### src/rtl/kb_event_arbiter.sv
// kb_event_arbiter: merges matrix and injector key events through a
// round-robin grant, a small FIFO and a strobe-spacing sequencer.
module kb_event_arbiter #(
   parameter int DEPTH      = 8,
   parameter int GAP_CYCLES = 16
) (
   input  logic                   clk,
   input  logic                   rst_n,
   input  logic                   a_valid,
   input  logic [7:0]             a_code,
   input  logic                   a_ext,
   input  logic                   a_rls,
   output logic                   a_ready,
   input  logic                   b_valid,
   input  logic [7:0]             b_code,
   input  logic                   b_ext,
   input  logic                   b_rls,
   output logic                   b_ready,
   output logic                   scan_strobe,
   output logic [7:0]             scancode,
   output logic                   extended,
   output logic                   released,
   output logic                   pending,
   output logic                   backpressure,
   input  logic                   status_rd,
   output logic [$clog2(DEPTH):0] fifo_level
);
   localparam int AW = $clog2(DEPTH);
   localparam int LW = AW + 1;
   localparam int CW = $clog2(GAP_CYCLES + 1);

   typedef enum logic [1:0] {
      IDLE,
      EMIT,
      GAP
   } seq_e;

   seq_e          state_q, state_d;
   logic [9:0]    mem_q [DEPTH];
   logic [AW-1:0] wptr_q, rptr_q;
   logic [LW-1:0] level_q, level_d;
   logic [CW-1:0] cnt_q, cnt_d;
   logic          last_b_q;
   logic [7:0]    code_q;
   logic          ext_q, rls_q;
   logic          strobe_q;
   logic          pend_q, pend_d;
   logic          bp_q, bp_d;
   logic          rd_q;
   logic          grant_a, grant_b;
   logic          full, push, pop, rd_end;
   logic [9:0]    wdata, head;

   // B served last means A wins a tie
   assign grant_a = a_valid & (~b_valid | last_b_q);
   assign grant_b = b_valid & ~grant_a;
   assign full    = (level_q == LW'(DEPTH));
   assign a_ready = grant_a & ~full;
   assign b_ready = grant_b & ~full;
   assign push    = a_ready | b_ready;
   assign wdata   = a_ready ? {a_code, a_ext, a_rls}
                            : {b_code, b_ext, b_rls};
   assign head    = mem_q[rptr_q];

   always_comb begin
      state_d = state_q;
      cnt_d   = cnt_q;
      pop     = 1'b0;
      unique case (state_q)
         IDLE: begin
            if (level_q != '0) begin
               pop     = 1'b1;
               state_d = EMIT;
            end
         end
         EMIT: begin
            cnt_d   = CW'(GAP_CYCLES);
            state_d = GAP;
         end
         GAP: begin
            cnt_d = cnt_q - CW'(1);
            if (cnt_q == CW'(1)) state_d = IDLE;
         end
         default: state_d = IDLE;
      endcase
   end

   always_comb begin
      level_d = level_q;
      unique case ({push, pop})
         2'b10:   level_d = level_q + LW'(1);
         2'b01:   level_d = level_q - LW'(1);
         default: level_d = level_q;
      endcase
   end

   // end of a CPU status read clears both flags; a same-edge set wins
   assign rd_end = rd_q & ~status_rd;
   assign pend_d = strobe_q | (pend_q & ~rd_end);
   assign bp_d   = ((a_valid | b_valid) & full) | (bp_q & ~rd_end);

   always_ff @(posedge clk) begin
      if (push) mem_q[wptr_q] <= wdata;
   end

   always_ff @(posedge clk or negedge rst_n) begin
      if (!rst_n) begin
         state_q  <= IDLE;
         wptr_q   <= '0;
         rptr_q   <= '0;
         level_q  <= '0;
         cnt_q    <= '0;
         last_b_q <= 1'b1;
         code_q   <= '0;
         ext_q    <= 1'b0;
         rls_q    <= 1'b0;
         strobe_q <= 1'b0;
         pend_q   <= 1'b0;
         bp_q     <= 1'b0;
         rd_q     <= 1'b0;
      end else begin
         state_q  <= state_d;
         cnt_q    <= cnt_d;
         level_q  <= level_d;
         strobe_q <= (state_q == EMIT);
         pend_q   <= pend_d;
         bp_q     <= bp_d;
         rd_q     <= status_rd;
         if (push) begin
            wptr_q   <= wptr_q + AW'(1);
            last_b_q <= b_ready;
         end
         if (pop) begin
            rptr_q <= rptr_q + AW'(1);
            code_q <= head[9:2];
            ext_q  <= head[1];
            rls_q  <= head[0];
         end
      end
   end

   assign scan_strobe  = strobe_q;
   assign scancode     = code_q;
   assign extended     = ext_q;
   assign released     = rls_q;
   assign pending      = pend_q;
   assign backpressure = bp_q;
   assign fifo_level   = level_q;

endmodule

### config.mk
export PLATFORM = sky130hd
export DESIGN_NAME = kb_event_arbiter
export DESIGN_NICKNAME = d
export VERILOG_FILES = /design/src/rtl/kb_event_arbiter.sv
export SDC_FILE = /design/constraint.sdc
export NUM_CORES = 1
export LEC_CHECK = 0
export ABC_AREA = 1
export ABC_CLOCK_PERIOD_IN_PS = 2130
export CAP_MARGIN = 25
export CORE_MARGIN = 1
export CORE_UTILIZATION = 57
export DETAILED_ROUTE_END_ITERATION = 16
export HOLD_SLACK_MARGIN = 0.12
export MAX_ROUTING_LAYER = met4
export PLACE_DENSITY = 0.79
export SYNTH_ARGS = -nofsm -noshare
export SYNTH_HDL_FRONTEND = slang
export SYNTH_SLANG_ARGS = --single-unit
### constraint.sdc
create_clock -name clk -period 2.13 [get_ports clk]
set_input_delay 0.5325 -clock clk [delete_from_list [all_inputs] [get_ports clk]]
set_output_delay 0.5325 -clock clk [all_outputs]
set_load 0.005 [all_outputs]
=== Word level (Yosys, flattened, before mapping) ===
Memory sizes are Yosys's and may differ from the RTL's. A register that Yosys moved wholly into a read port is not among the register bits.
Cells that the tools add are included.

* Bits in registers: 22
* Bits in writable memories: 80
* Input bits: 25
* Output and inout port bits: 19
* Logic and storage cells: 58
* Memories: 1

{| class="wikitable"
|+ Memory list
! name !! depth !! width !! read ports !! clocked after memory_dff !! write ports !! RTL line !! text
|-
| mem_q || 8 || 10 || 1 || 1 || 1 || 39 || <nowiki>logic [9:0] mem_q [DEPTH];</nowiki>
|}

* Add/sub/neg operators: 5
* Equal/unequal tests: 8
* Multiplexer cells: 10
* Bitwise logic cells: 18
* Reductions and logical operators: 6

{| class="wikitable"
|+ Operators by type and width
! kind !! number
|-
| two-way mux 10 bit || 1
|-
| one-hot mux 5 bit (2 select lines) || 1
|-
| AND 1 bit || 8
|-
| one-hot mux 4 bit (2 select lines) || 1
|-
| adder 3 x 1 -> 3 bit, second input constant || 2
|-
| one-hot mux 2 bit (3 select lines) || 1
|-
| == test 5 x 1 -> 1 bit, second input constant || 1
|-
| inverter 1 bit || 5
|-
| OR 1 bit || 5
|-
| subtractor 5 x 1 -> 5 bit, second input constant || 1
|-
| adder 4 x 1 -> 4 bit, second input constant || 1
|-
| == test 2 x 1 -> 1 bit, second input constant || 2
|-
| == test 2 bit, second input constant || 2
|-
| == test 4 bit, second input constant || 1
|-
| two-way mux 1 bit || 4
|-
| two-way mux 2 bit || 2
|-
| inequality test 2 bit, second input constant || 2
|-
| nonzero test 2 bit || 2
|-
| nonzero test 4 bit || 1
|-
| subtractor 4 x 1 -> 4 bit, second input constant || 1
|-
| logical NOT 2 bit || 1
|-
| AND reduction 2 bit || 1
|-
| logical NOT 1 bit || 1
|}

=== Depth between registers and ports, before layout ===
Gate-level depths: netlist of the first run.

* Word-level depth: 9
* Depth in mapped cells: 14

=== Least setup slack after synthesis of the first run ===
No wires, ideal clock.

* Path type: reg2reg
* Start point: register level_q[0], in the netlist fifo_level[0]
* End point: memory mem_q[6][0] (enable)
* Setup time: 0.390 ns
* Data arrival time: 1.571 ns
* Slack: 0.169 ns
* Cell stages (with the launch flop): 6
* Buffers on the path: 1
* Cell sequence: dfrtp_1 -> nor2_4 -> nand3_2 -> o21ai_2 -> buf_6 -> nor3_1

* Word-level cells in the longest chain between the ends: 6
* Elaborated cells on any way between the ends: 7

{| class="wikitable"
|+ RTL lines
! what !! RTL line !! text
|-
| start, declared || 41 || <nowiki>logic [LW-1:0] level_q, level_d;</nowiki>
|-
| start signal, assigned || 124 || <nowiki>level_q <= level_d;</nowiki>
|-
| == test 4 bit (*) || 57 || <nowiki>assign full = (level_q == LW'(DEPTH));</nowiki>
|-
| inverter 1 bit (*) || 58, 59 ||
|-
| AND 1 bit (on tied branches) || 58, 59 ||
|-
| OR 1 bit (*) || 60 || <nowiki>assign push = a_ready | b_ready;</nowiki>
|-
| two-way mux 1 bit (*) || 103 || <nowiki>if (push) mem_q[wptr_q] <= wdata;</nowiki>
|-
| two-way mux 1 bit (not written as such) (*) || 103 ||
|-
| end, declared || 39 ||
|}

Every way passes the cells marked *; elsewhere a longest branch is shown, timed or not.

=== Final worst setup path of the first run ===
* Start point: input port b_valid
* End point: output port b_ready

* Word-level cells in the longest chain between the ends: 6

{| class="wikitable"
|+ RTL lines
! what !! RTL line !! text
|-
| start, declared || 14 || <nowiki>input logic b_valid,</nowiki>
|-
| inverter 1 bit || 55 || <nowiki>assign grant_a = a_valid & (~b_valid | last_b_q);</nowiki>
|-
| OR 1 bit || 55 ||
|-
| AND 1 bit || 55 ||
|-
| inverter 1 bit || 56 || <nowiki>assign grant_b = b_valid & ~grant_a;</nowiki>
|-
| AND 1 bit (*) || 56 ||
|-
| AND 1 bit (*) || 59 || <nowiki>assign b_ready = grant_b & ~full;</nowiki>
|-
| end, declared || 18 || <nowiki>output logic b_ready,</nowiki>
|}

Marks and branches as above.

==> flow_results.xml, run 1 <==
<?xml version="1.0" encoding="UTF-8"?>
<metrics>
  <group name="floorplanning">
    <metric name="core_area" unit="µm²">8260</metric>
    <metric name="fp-row-count" unit="">33</metric>
    <metric name="chipHeight" unit="µm">94.8</metric>
    <metric name="design.die.area" unit="µm²">8980</metric>
    <metric name="io_pins" unit="">44</metric>
    <metric name="horizontal_die_dimension" unit="µm">94.8</metric>
    <metric name="initial_utilization" unit="%">59.4</metric>
  </group>
  <group name="global_route">
    <metric name="grt_pass1_vias" unit="">3410</metric>
    <metric name="largest_net_degree_at_the_start_of_global_routing" unit="">42</metric>
    <metric name="first_pass_grt_wire_length" unit="µm">16600</metric>
    <metric name="gr-total-overflow" unit="">0</metric>
    <metric name="antenna_violations_before_repair" unit="">0</metric>
    <metric name="grt_util_all_layers" unit="%">26.0</metric>
  </group>
  <group name="layout">
    <metric name="num_antenna_cells" unit="">0</metric>
    <metric name="area_delta_synth_final" unit="%">16.4</metric>
    <metric name="utilization" unit="%">69.2</metric>
    <metric name="multi_input_comb_area" unit="µm²">1440</metric>
    <metric name="final.fill_count" unit="">587</metric>
    <metric name="regArea" unit="µm²">3210</metric>
    <metric name="post-route-cell-area" unit="µm²">5710</metric>
    <metric name="final_common_cell" unit="">nor2_1</metric>
    <metric name="layout-drive-gt1-share" unit="%">11.7</metric>
    <metric name="layout.nets" unit="">552</metric>
    <metric name="layout_common_cells" unit="">nor2_1 (88), edfxtp_1 (80), nand2_1 (77), clkdlybuf4s50_1 (41), o21ai_0 (38)</metric>
  </group>
  <group name="critical_path">
    <metric name="setup.worst_path.class" unit="">primary input to output port</metric>
    <metric name="critical_path.slowest_cell" unit="">clkdlybuf4s50_1</metric>
    <metric name="slowest_delay" unit="ns">0.50</metric>
    <metric name="cp_cell_sequence" unit="">clkdlybuf4s50_1, nand2_2, nand2_1, nand3_2, inv_1, dlygate4sd2_1</metric>
    <metric name="cp-end-kind" unit="">output port</metric>
    <metric name="cp.arrival" unit="ns">1.53</metric>
    <metric name="critPathMaxFanout" unit="">2</metric>
    <metric name="critical_path.top_delay_family" unit="">buffers and inverters</metric>
    <metric name="worstSetupPathDepth" unit="">6</metric>
    <metric name="start_kind" unit="">primary input</metric>
    <metric name="ff2ff_path_depth" unit="">14</metric>
    <metric name="buf_inv_stages_crit_path" unit="">3</metric>
    <metric name="worst-endpoint-required" unit="ns">1.60</metric>
  </group>
  <group name="placed_design">
    <metric name="port-buffer-count" unit="">43</metric>
    <metric name="placement.cell_area" unit="µm²">5450</metric>
    <metric name="hpwlAfterDp" unit="µm">6690</metric>
    <metric name="routabilityCongestion" unit="">0.861</metric>
  </group>
  <group name="status">
    <metric name="run_status" unit="">finished clean</metric>
  </group>
  <group name="power_and_ir_drop">
    <metric name="ir_drop" unit="mV">0.700</metric>
    <metric name="seq_power_share" unit="%">41.2</metric>
    <metric name="pwr-share-comb" unit="%">43.7</metric>
    <metric name="power_frac_clock" unit="%">15.1</metric>
    <metric name="p_leak" unit="nW">2.30</metric>
    <metric name="power_density" unit="nW/µm²">1450</metric>
    <metric name="cellInternalPower" unit="mW">4.96</metric>
    <metric name="net_switching_power" unit="mW">3.32</metric>
    <metric name="power_switching_share" unit="%">40.1</metric>
  </group>
  <group name="flow_run">
    <metric name="drv.max_cap_violation_count" unit="">0</metric>
  </group>
  <group name="cts">
    <metric name="maximum_count_of_clock_buffers_along_a_single_path" unit="">2</metric>
    <metric name="cts_made_buffers" unit="">9</metric>
    <metric name="cts_num_sinks" unit="">112</metric>
    <metric name="tritoncts" unit="">done</metric>
    <metric name="worstSkewPairLatency" unit="ns">0.37</metric>
    <metric name="postCtsHoldBufs" unit="">0</metric>
    <metric name="cts_htree_levels" unit="">3</metric>
    <metric name="root_buffer_master" unit="">clkbuf_8</metric>
    <metric name="path_clk_slew" unit="ns">0.11</metric>
  </group>
  <group name="route">
    <metric name="detailroute.via_count" unit="">3484</metric>
    <metric name="drt-wirelength-per-cell" unit="µm">16.4</metric>
    <metric name="ant_nets" unit="">0</metric>
    <metric name="drt_first_iter_violations" unit="">294</metric>
    <metric name="postRouteWirelength" unit="µm">10300</metric>
    <metric name="drcViolationCount" unit="">0</metric>
    <metric name="firstDrtPassIters" unit="">5</metric>
    <metric name="vias_per_cell" unit="">5.56</metric>
  </group>
  <group name="sta">
    <metric name="number_of_failing_setup_endpoints_in_the_final_timing_report" unit="">0</metric>
    <metric name="layout_worst_path_cycle_share" unit="%">97.1</metric>
    <metric name="max_clock_freq" unit="GHz">0.484</metric>
    <metric name="worst_clock_skew" unit="ns">0.00877</metric>
    <metric name="setup_repair_after_global_routing_missed_its_margin" unit="">true</metric>
    <metric name="number_of_pins_with_negative_max_slew_slack_in_the_final_report" unit="">0</metric>
    <metric name="timing.slew.headroom" unit="%">71.9</metric>
    <metric name="fin_hold_ws" unit="ns">0.498</metric>
    <metric name="tightest_slew" unit="ns">0.420</metric>
    <metric name="final.min_clock_period" unit="ns">2.07</metric>
    <metric name="hold_viol" unit="">0</metric>
  </group>
  <group name="min_path">
    <metric name="timing.hold.worst.class" unit="">flip-flop to flip-flop</metric>
    <metric name="timing.hold.worst_path_depth" unit="">2</metric>
  </group>
  <group name="synthesis">
    <metric name="synth_seq_cells" unit="">112</metric>
    <metric name="avgSynthCellArea" unit="µm²">10.7</metric>
    <metric name="syn-instance-count" unit="">457</metric>
    <metric name="synth_nets" unit="">492</metric>
    <metric name="synth.cell_area" unit="µm²">4910</metric>
    <metric name="number_of_warnings_printed_during_yosys_synthesis" unit="">0</metric>
    <metric name="synth_top_cells_by_area" unit="">edfxtp_1 (49%), dfrtp_1 (16%), nor2_1 (6.8%), nand2_1 (6.0%), o21ai_0 (3.9%)</metric>
    <metric name="seq_area_frac_synth" unit="%">65.3</metric>
    <metric name="ys_types" unit="">25</metric>
    <metric name="synth.top_cell.area_share" unit="%">49.0</metric>
    <metric name="yosysTopAreaCell" unit="">edfxtp_1</metric>
  </group>
</metrics>
==> logic make-up (layout without fill, tap and decap cells) <==
kind of cell             Yosys count  in the layout  share of synthesized area [%]
AO/OA/AOI/OAI                     63             63                           6.58
AND/OR/NAND/NOR                  216            216                           18.3
XOR/XNOR                           7              7                           1.25
buffers and inverters             49            114                           5.97
adder cells (fa/ha/maj)           10             10                           2.55
flip-flops                       112            112                           65.3
==> power by group through the flow <==
stage / registers, mW / logic [mW] / clock network (mW)
2_1_floorplan: 3.40 / 2.43 / 0
3_3_place_gp: 3.42 / 3.28 / 0
3_5_place_dp: 3.45 / 3.47 / 0
4_1_cts: 3.40 / 3.50 / 1.26
5_1_grt: 3.48 / 4.06 / 1.35
6_report: 3.41 / 3.61 / 1.25
==> repair_timing <==
item	4_1_cts	5_1_grt
hold endpoints to repair	0	0
setup endpoints to repair	2	4
resized for setup	4	6
pin swaps	1	0
setup buffers	2	2
==> cell usage after synthesis, drive strengths merged <==
| library cell | number |
|---|---|
| nand3 | 39 |
| buf | 18 |
| o21ai | 58 |
| edfxtp | 80 |
| dfstp | 1 |
| xor2 | 4 |
| a21oi | 5 |
| inv | 29 |
| nand2 | 79 |
| xnor2 | 3 |
| nor3 | 8 |
| dfrtp | 31 |
| nor2 | 90 |
| ha | 10 |
| clkbuf | 2 |
==> tightest hold or removal path, delay by kind of cell (launching register included) <==
| family | cells | cell delay (ns) |
|---|---|---|
| and+or+nand+nor | 2 | 0.12 |
| DFF | 1 | 0.36 |
==> flip-flops by register name, indices dropped and copies added (netlist names) <==
signal and flops:
rptr_q 3, extended 1, scancode 8, pending 1, backpressure 1, cnt_q 5
released 1, last_b_q 1, state_q 2, wptr_q 3, rd_q 1, fifo_level 4
scan_strobe 1, mem_q 80
==> metrics by stage <==
step / total power, mW / TNS (ns) / setup slack, ns / std cells
4_1_cts: 8.16 / 0 / 0.0312 / 625
6_report: 8.28 / 0 / 0.0625 / 627
3_5_place_dp: 6.91 / -1.49 / -0.226 / 607
2_1_floorplan: 5.83 / 0 / 0.169 / 457
5_1_grt: 8.88 / -0.0294 / -0.0294 / 627
3_3_place_gp: 6.71 / -0.683 / -0.196 / 607
==> worst paths after layout <==
kind	start	end	slack, ns
max	b_valid	b_ready	0.06
min	scancode[3]$_DFFE_PN0P_	scancode[3]$_DFFE_PN0P_	0.50
max reg2reg	fifo_level[0]$_DFFE_PN0P_	fifo_level[3]$_DFFE_PN0P_	0.10
min reg2reg	scancode[3]$_DFFE_PN0P_	scancode[3]$_DFFE_PN0P_	0.50
max in group asynchronous	rst_n	last_b_q$_DFFE_PN1P_	1.24
min in group asynchronous	rst_n	state_q[1]$_DFFE_PN0P_	0.56
==> cell type report <==
cell class	instances	share of cell area, %
Sequential cell	112	56.1
Clock inverter	7	1.34
Inverter	29	1.99
Tap cell	105	2.30
Timing Repair Buffer	69	10.9
Clock buffer	9	2.17
Multi-Input combinational cell	296	25.2
==> routing by layer <==
layer  global-route usage (%)  up-vias  part of all wire [%]
li1                         -     1654                     -
met1                     32.7     1652                    42
met2                     42.2      162                    50
met3                     5.88       16                   6.8
met4                     7.70        0                   1.3
met5                        -        -                     0
(Power assumes the default switching activity.)
==> run 2, diff against run 1 <==
--- a/config.mk
+++ b/config.mk
@@ -9,11 +9,10 @@
 export ABC_CLOCK_PERIOD_IN_PS = 2130
 export CAP_MARGIN = 25
 export CORE_MARGIN = 1
-export CORE_UTILIZATION = 57
+export CORE_UTILIZATION = 45
 export DETAILED_ROUTE_END_ITERATION = 16
 export HOLD_SLACK_MARGIN = 0.12
 export MAX_ROUTING_LAYER = met4
-export PLACE_DENSITY = 0.79
 export SYNTH_ARGS = -nofsm -noshare
 export SYNTH_HDL_FRONTEND = slang
 export SYNTH_SLANG_ARGS = --single-unit
==> run 2 against run 1 <==
  * Worst setup slack improved by 0.012 ns
  * Combinational power decreased by 2%
  * Non-clock buffer count down 4
  * Sequential share of layout area up 0.19 points
  * Critical path type unchanged
  * Highest routed layer unchanged
==> flow_results.xml, run 2 (synthesis results as in run 1) <==
<?xml version="1.0" encoding="UTF-8"?>
<metrics>
  <group name="route">
    <metric name="detailroute.via_count" unit="">3354</metric>
    <metric name="postRouteWirelength" unit="µm">10500</metric>
    <metric name="drcViolationCount" unit="">0</metric>
    <metric name="drt_first_iter_violations" unit="">191</metric>
    <metric name="firstDrtPassIters" unit="">4</metric>
    <metric name="ant_nets" unit="">0</metric>
    <metric name="drt-wirelength-per-cell" unit="µm">16.1</metric>
    <metric name="vias_per_cell" unit="">5.13</metric>
  </group>
  <group name="sta">
    <metric name="final.min_clock_period" unit="ns">2.06</metric>
    <metric name="layout_worst_path_cycle_share" unit="%">96.5</metric>
    <metric name="hold_viol" unit="">0</metric>
    <metric name="number_of_pins_with_negative_max_slew_slack_in_the_final_report" unit="">0</metric>
    <metric name="max_clock_freq" unit="GHz">0.487</metric>
    <metric name="tightest_slew" unit="ns">0.536</metric>
    <metric name="timing.slew.headroom" unit="%">64.3</metric>
    <metric name="number_of_failing_setup_endpoints_in_the_final_timing_report" unit="">0</metric>
    <metric name="worst_clock_skew" unit="ns">0.0141</metric>
  </group>
  <group name="critical_path">
    <metric name="start_kind" unit="">primary input</metric>
    <metric name="cp-end-kind" unit="">output port</metric>
    <metric name="cp_cell_sequence" unit="">clkdlybuf4s50_1, buf_4, nand3_1, inv_1, dlygate4sd2_1</metric>
    <metric name="critical_path.top_delay_family" unit="">buffers and inverters</metric>
    <metric name="critical_path.slowest_cell" unit="">clkdlybuf4s50_1</metric>
    <metric name="cp-startpoint" unit="">b_valid</metric>
    <metric name="crit-reg2reg-launch" unit="">fifo_level[1]$_DFFE_PN0P_</metric>
    <metric name="cp.arrival" unit="ns">1.52</metric>
    <metric name="worst-endpoint-required" unit="ns">1.60</metric>
    <metric name="worstSetupPathDepth" unit="">5</metric>
    <metric name="setup.worst_path.class" unit="">primary input to output port</metric>
    <metric name="timing.reg2reg.setup_slack" unit="ns">0.22</metric>
    <metric name="slowest_delay" unit="ns">0.50</metric>
    <metric name="critPathMaxFanout" unit="">3</metric>
    <metric name="ff2ff_path_depth" unit="">14</metric>
    <metric name="buf_inv_stages_crit_path" unit="">4</metric>
    <metric name="reg_to_reg_critical_path_endpoint" unit="">fifo_level[3]$_DFFE_PN0P_</metric>
    <metric name="worst_setup_path_endpoint" unit="">b_ready</metric>
  </group>
  <group name="floorplanning">
    <metric name="initial_utilization" unit="%">46.9</metric>
    <metric name="chipHeight" unit="µm">106</metric>
    <metric name="fp-row-count" unit="">37</metric>
    <metric name="io_pins" unit="">44</metric>
    <metric name="design.die.area" unit="µm²">11300</metric>
    <metric name="horizontal_die_dimension" unit="µm">106</metric>
    <metric name="core_area" unit="µm²">10500</metric>
  </group>
  <group name="cts">
    <metric name="cts_made_buffers" unit="">9</metric>
    <metric name="path_clk_slew" unit="ns">0.10</metric>
    <metric name="maximum_count_of_clock_buffers_along_a_single_path" unit="">2</metric>
    <metric name="cts_htree_levels" unit="">3</metric>
    <metric name="worstSkewPairLatency" unit="ns">0.37</metric>
    <metric name="cts_num_sinks" unit="">112</metric>
    <metric name="root_buffer_master" unit="">clkbuf_8</metric>
    <metric name="postCtsHoldBufs" unit="">0</metric>
    <metric name="tritoncts" unit="">done</metric>
  </group>
  <group name="layout">
    <metric name="layout.nets" unit="">548</metric>
    <metric name="largest_register_ffs" unit="">80</metric>
    <metric name="regArea" unit="µm²">3210</metric>
    <metric name="multi_input_comb_area" unit="µm²">1420</metric>
    <metric name="num_antenna_cells" unit="">0</metric>
    <metric name="final_common_cell" unit="">nor2_1</metric>
    <metric name="post-route-cell-area" unit="µm²">5690</metric>
    <metric name="layout-drive-gt1-share" unit="%">10.4</metric>
    <metric name="fin_cells" unit="">654</metric>
    <metric name="area_delta_synth_final" unit="%">16.1</metric>
    <metric name="top_register" unit="">mem_q</metric>
    <metric name="final.fill_count" unit="">933</metric>
    <metric name="layout_common_cells" unit="">nor2_1 (89), edfxtp_1 (80), nand2_1 (77), clkdlybuf4s50_1 (40), o21ai_0 (38)</metric>
  </group>
  <group name="placed_design">
    <metric name="hpwlAfterDp" unit="µm">6740</metric>
    <metric name="routabilityCongestion" unit="">0.761</metric>
    <metric name="placed_cells" unit="">637</metric>
    <metric name="placement.cell_area" unit="µm²">5490</metric>
    <metric name="port-buffer-count" unit="">43</metric>
  </group>
  <group name="global_route">
    <metric name="gr-total-overflow" unit="">0</metric>
    <metric name="grt_util_all_layers" unit="%">20.7</metric>
    <metric name="grt_pass1_vias" unit="">3225</metric>
    <metric name="first_pass_grt_wire_length" unit="µm">16800</metric>
    <metric name="largest_net_degree_at_the_start_of_global_routing" unit="">42</metric>
    <metric name="antenna_violations_before_repair" unit="">0</metric>
  </group>
  <group name="min_path">
    <metric name="timing.hold.worst.class" unit="">flip-flop to flip-flop</metric>
    <metric name="timing.hold.worst_path_depth" unit="">2</metric>
  </group>
  <group name="status">
    <metric name="run_status" unit="">finished clean</metric>
  </group>
  <group name="power_and_ir_drop">
    <metric name="p_leak" unit="nW">2.28</metric>
    <metric name="ir_drop" unit="mV">0.562</metric>
    <metric name="power_density" unit="nW/µm²">1430</metric>
  </group>
  <group name="flow_run">
    <metric name="drv.max_cap_violation_count" unit="">0</metric>
  </group>
</metrics>
-- run 2: worst reg2reg max path, delay by kind of cell (launching register included) --
| kind | cells | cell delay (ns) |
|---|---|---|
| adders and majority gates | 1 | 0.19 |
| buffers and inverters | 3 | 0.21 |
| DFF | 1 | 0.47 |
| and+or+nand+nor | 10 | 0.93 |
-- run 2: what timing repair did --
item / in CTS / in global routing
gates resized for setup: 5 / 2
pin swaps: 1 / 1
setup endpoints to repair: 2 / 2
gates cloned: 0 / 0
setup buffers: 0 / 1
-- run 2: power by group --
group | switching (mW) | internal [mW]
Sequential | 0.290 | 3.10
Clock | 0.766 | 0.464
Combinational | 2.18 | 1.34
Total | 3.24 | 4.91
-- run 2: cell type report --
cell class	count	share of cell area, %
Multi-Input combinational cell	296	24.9
Clock buffer	9	2.18
Sequential cell	112	56.3
Clock inverter	7	1.21
Inverter	29	2.00
Tap cell	136	2.99
Timing Repair Buffer	65	10.4
-- run 2: per-layer routing --
layer  part of all wire, %  global-route usage [%]
met1                    47                    27.5
met2                    49                    33.3
met3                   4.2                    3.68
met4                  0.35                    4.70
met5                     0                       -
-- run 2: worst min-delay path by stage --
stage                                  startpoint                       to  slack [ns]
after floorplan                             rst_n   backpressure$_DFF_PN0_        0.24
after global placement    scancode[5]$_DFFE_PN0P_  scancode[5]$_DFFE_PN0P_        0.47
after detailed placement  scancode[5]$_DFFE_PN0P_  scancode[5]$_DFFE_PN0P_        0.47
after CTS                 scancode[5]$_DFFE_PN0P_  scancode[5]$_DFFE_PN0P_        0.49
after global routing      scancode[5]$_DFFE_PN0P_  scancode[5]$_DFFE_PN0P_        0.51
final                     scancode[5]$_DFFE_PN0P_  scancode[5]$_DFFE_PN0P_        0.49
-- run 2: stage by stage --
| stage | power [mW] | setup slack (ns) | hold slack, ns | setup TNS [ns] | utilization, % |
|---|---|---|---|---|---|
| 2_1_floorplan | 5.83 | 0.169 | 0.237 | 0 | - |
| 3_3_place_gp | 6.86 | -0.194 | 0.468 | -0.637 | 52.4 |
| 3_5_place_dp | 6.96 | -0.211 | 0.466 | -1.44 | 52.4 |
| 4_1_cts | 8.20 | 0.0494 | 0.493 | 0 | 54.3 |
| 5_1_grt | 8.83 | -0.00523 | 0.515 | -0.00523 | 54.4 |
| 6_report | 8.15 | 0.0745 | 0.491 | 0 | 54.4 |
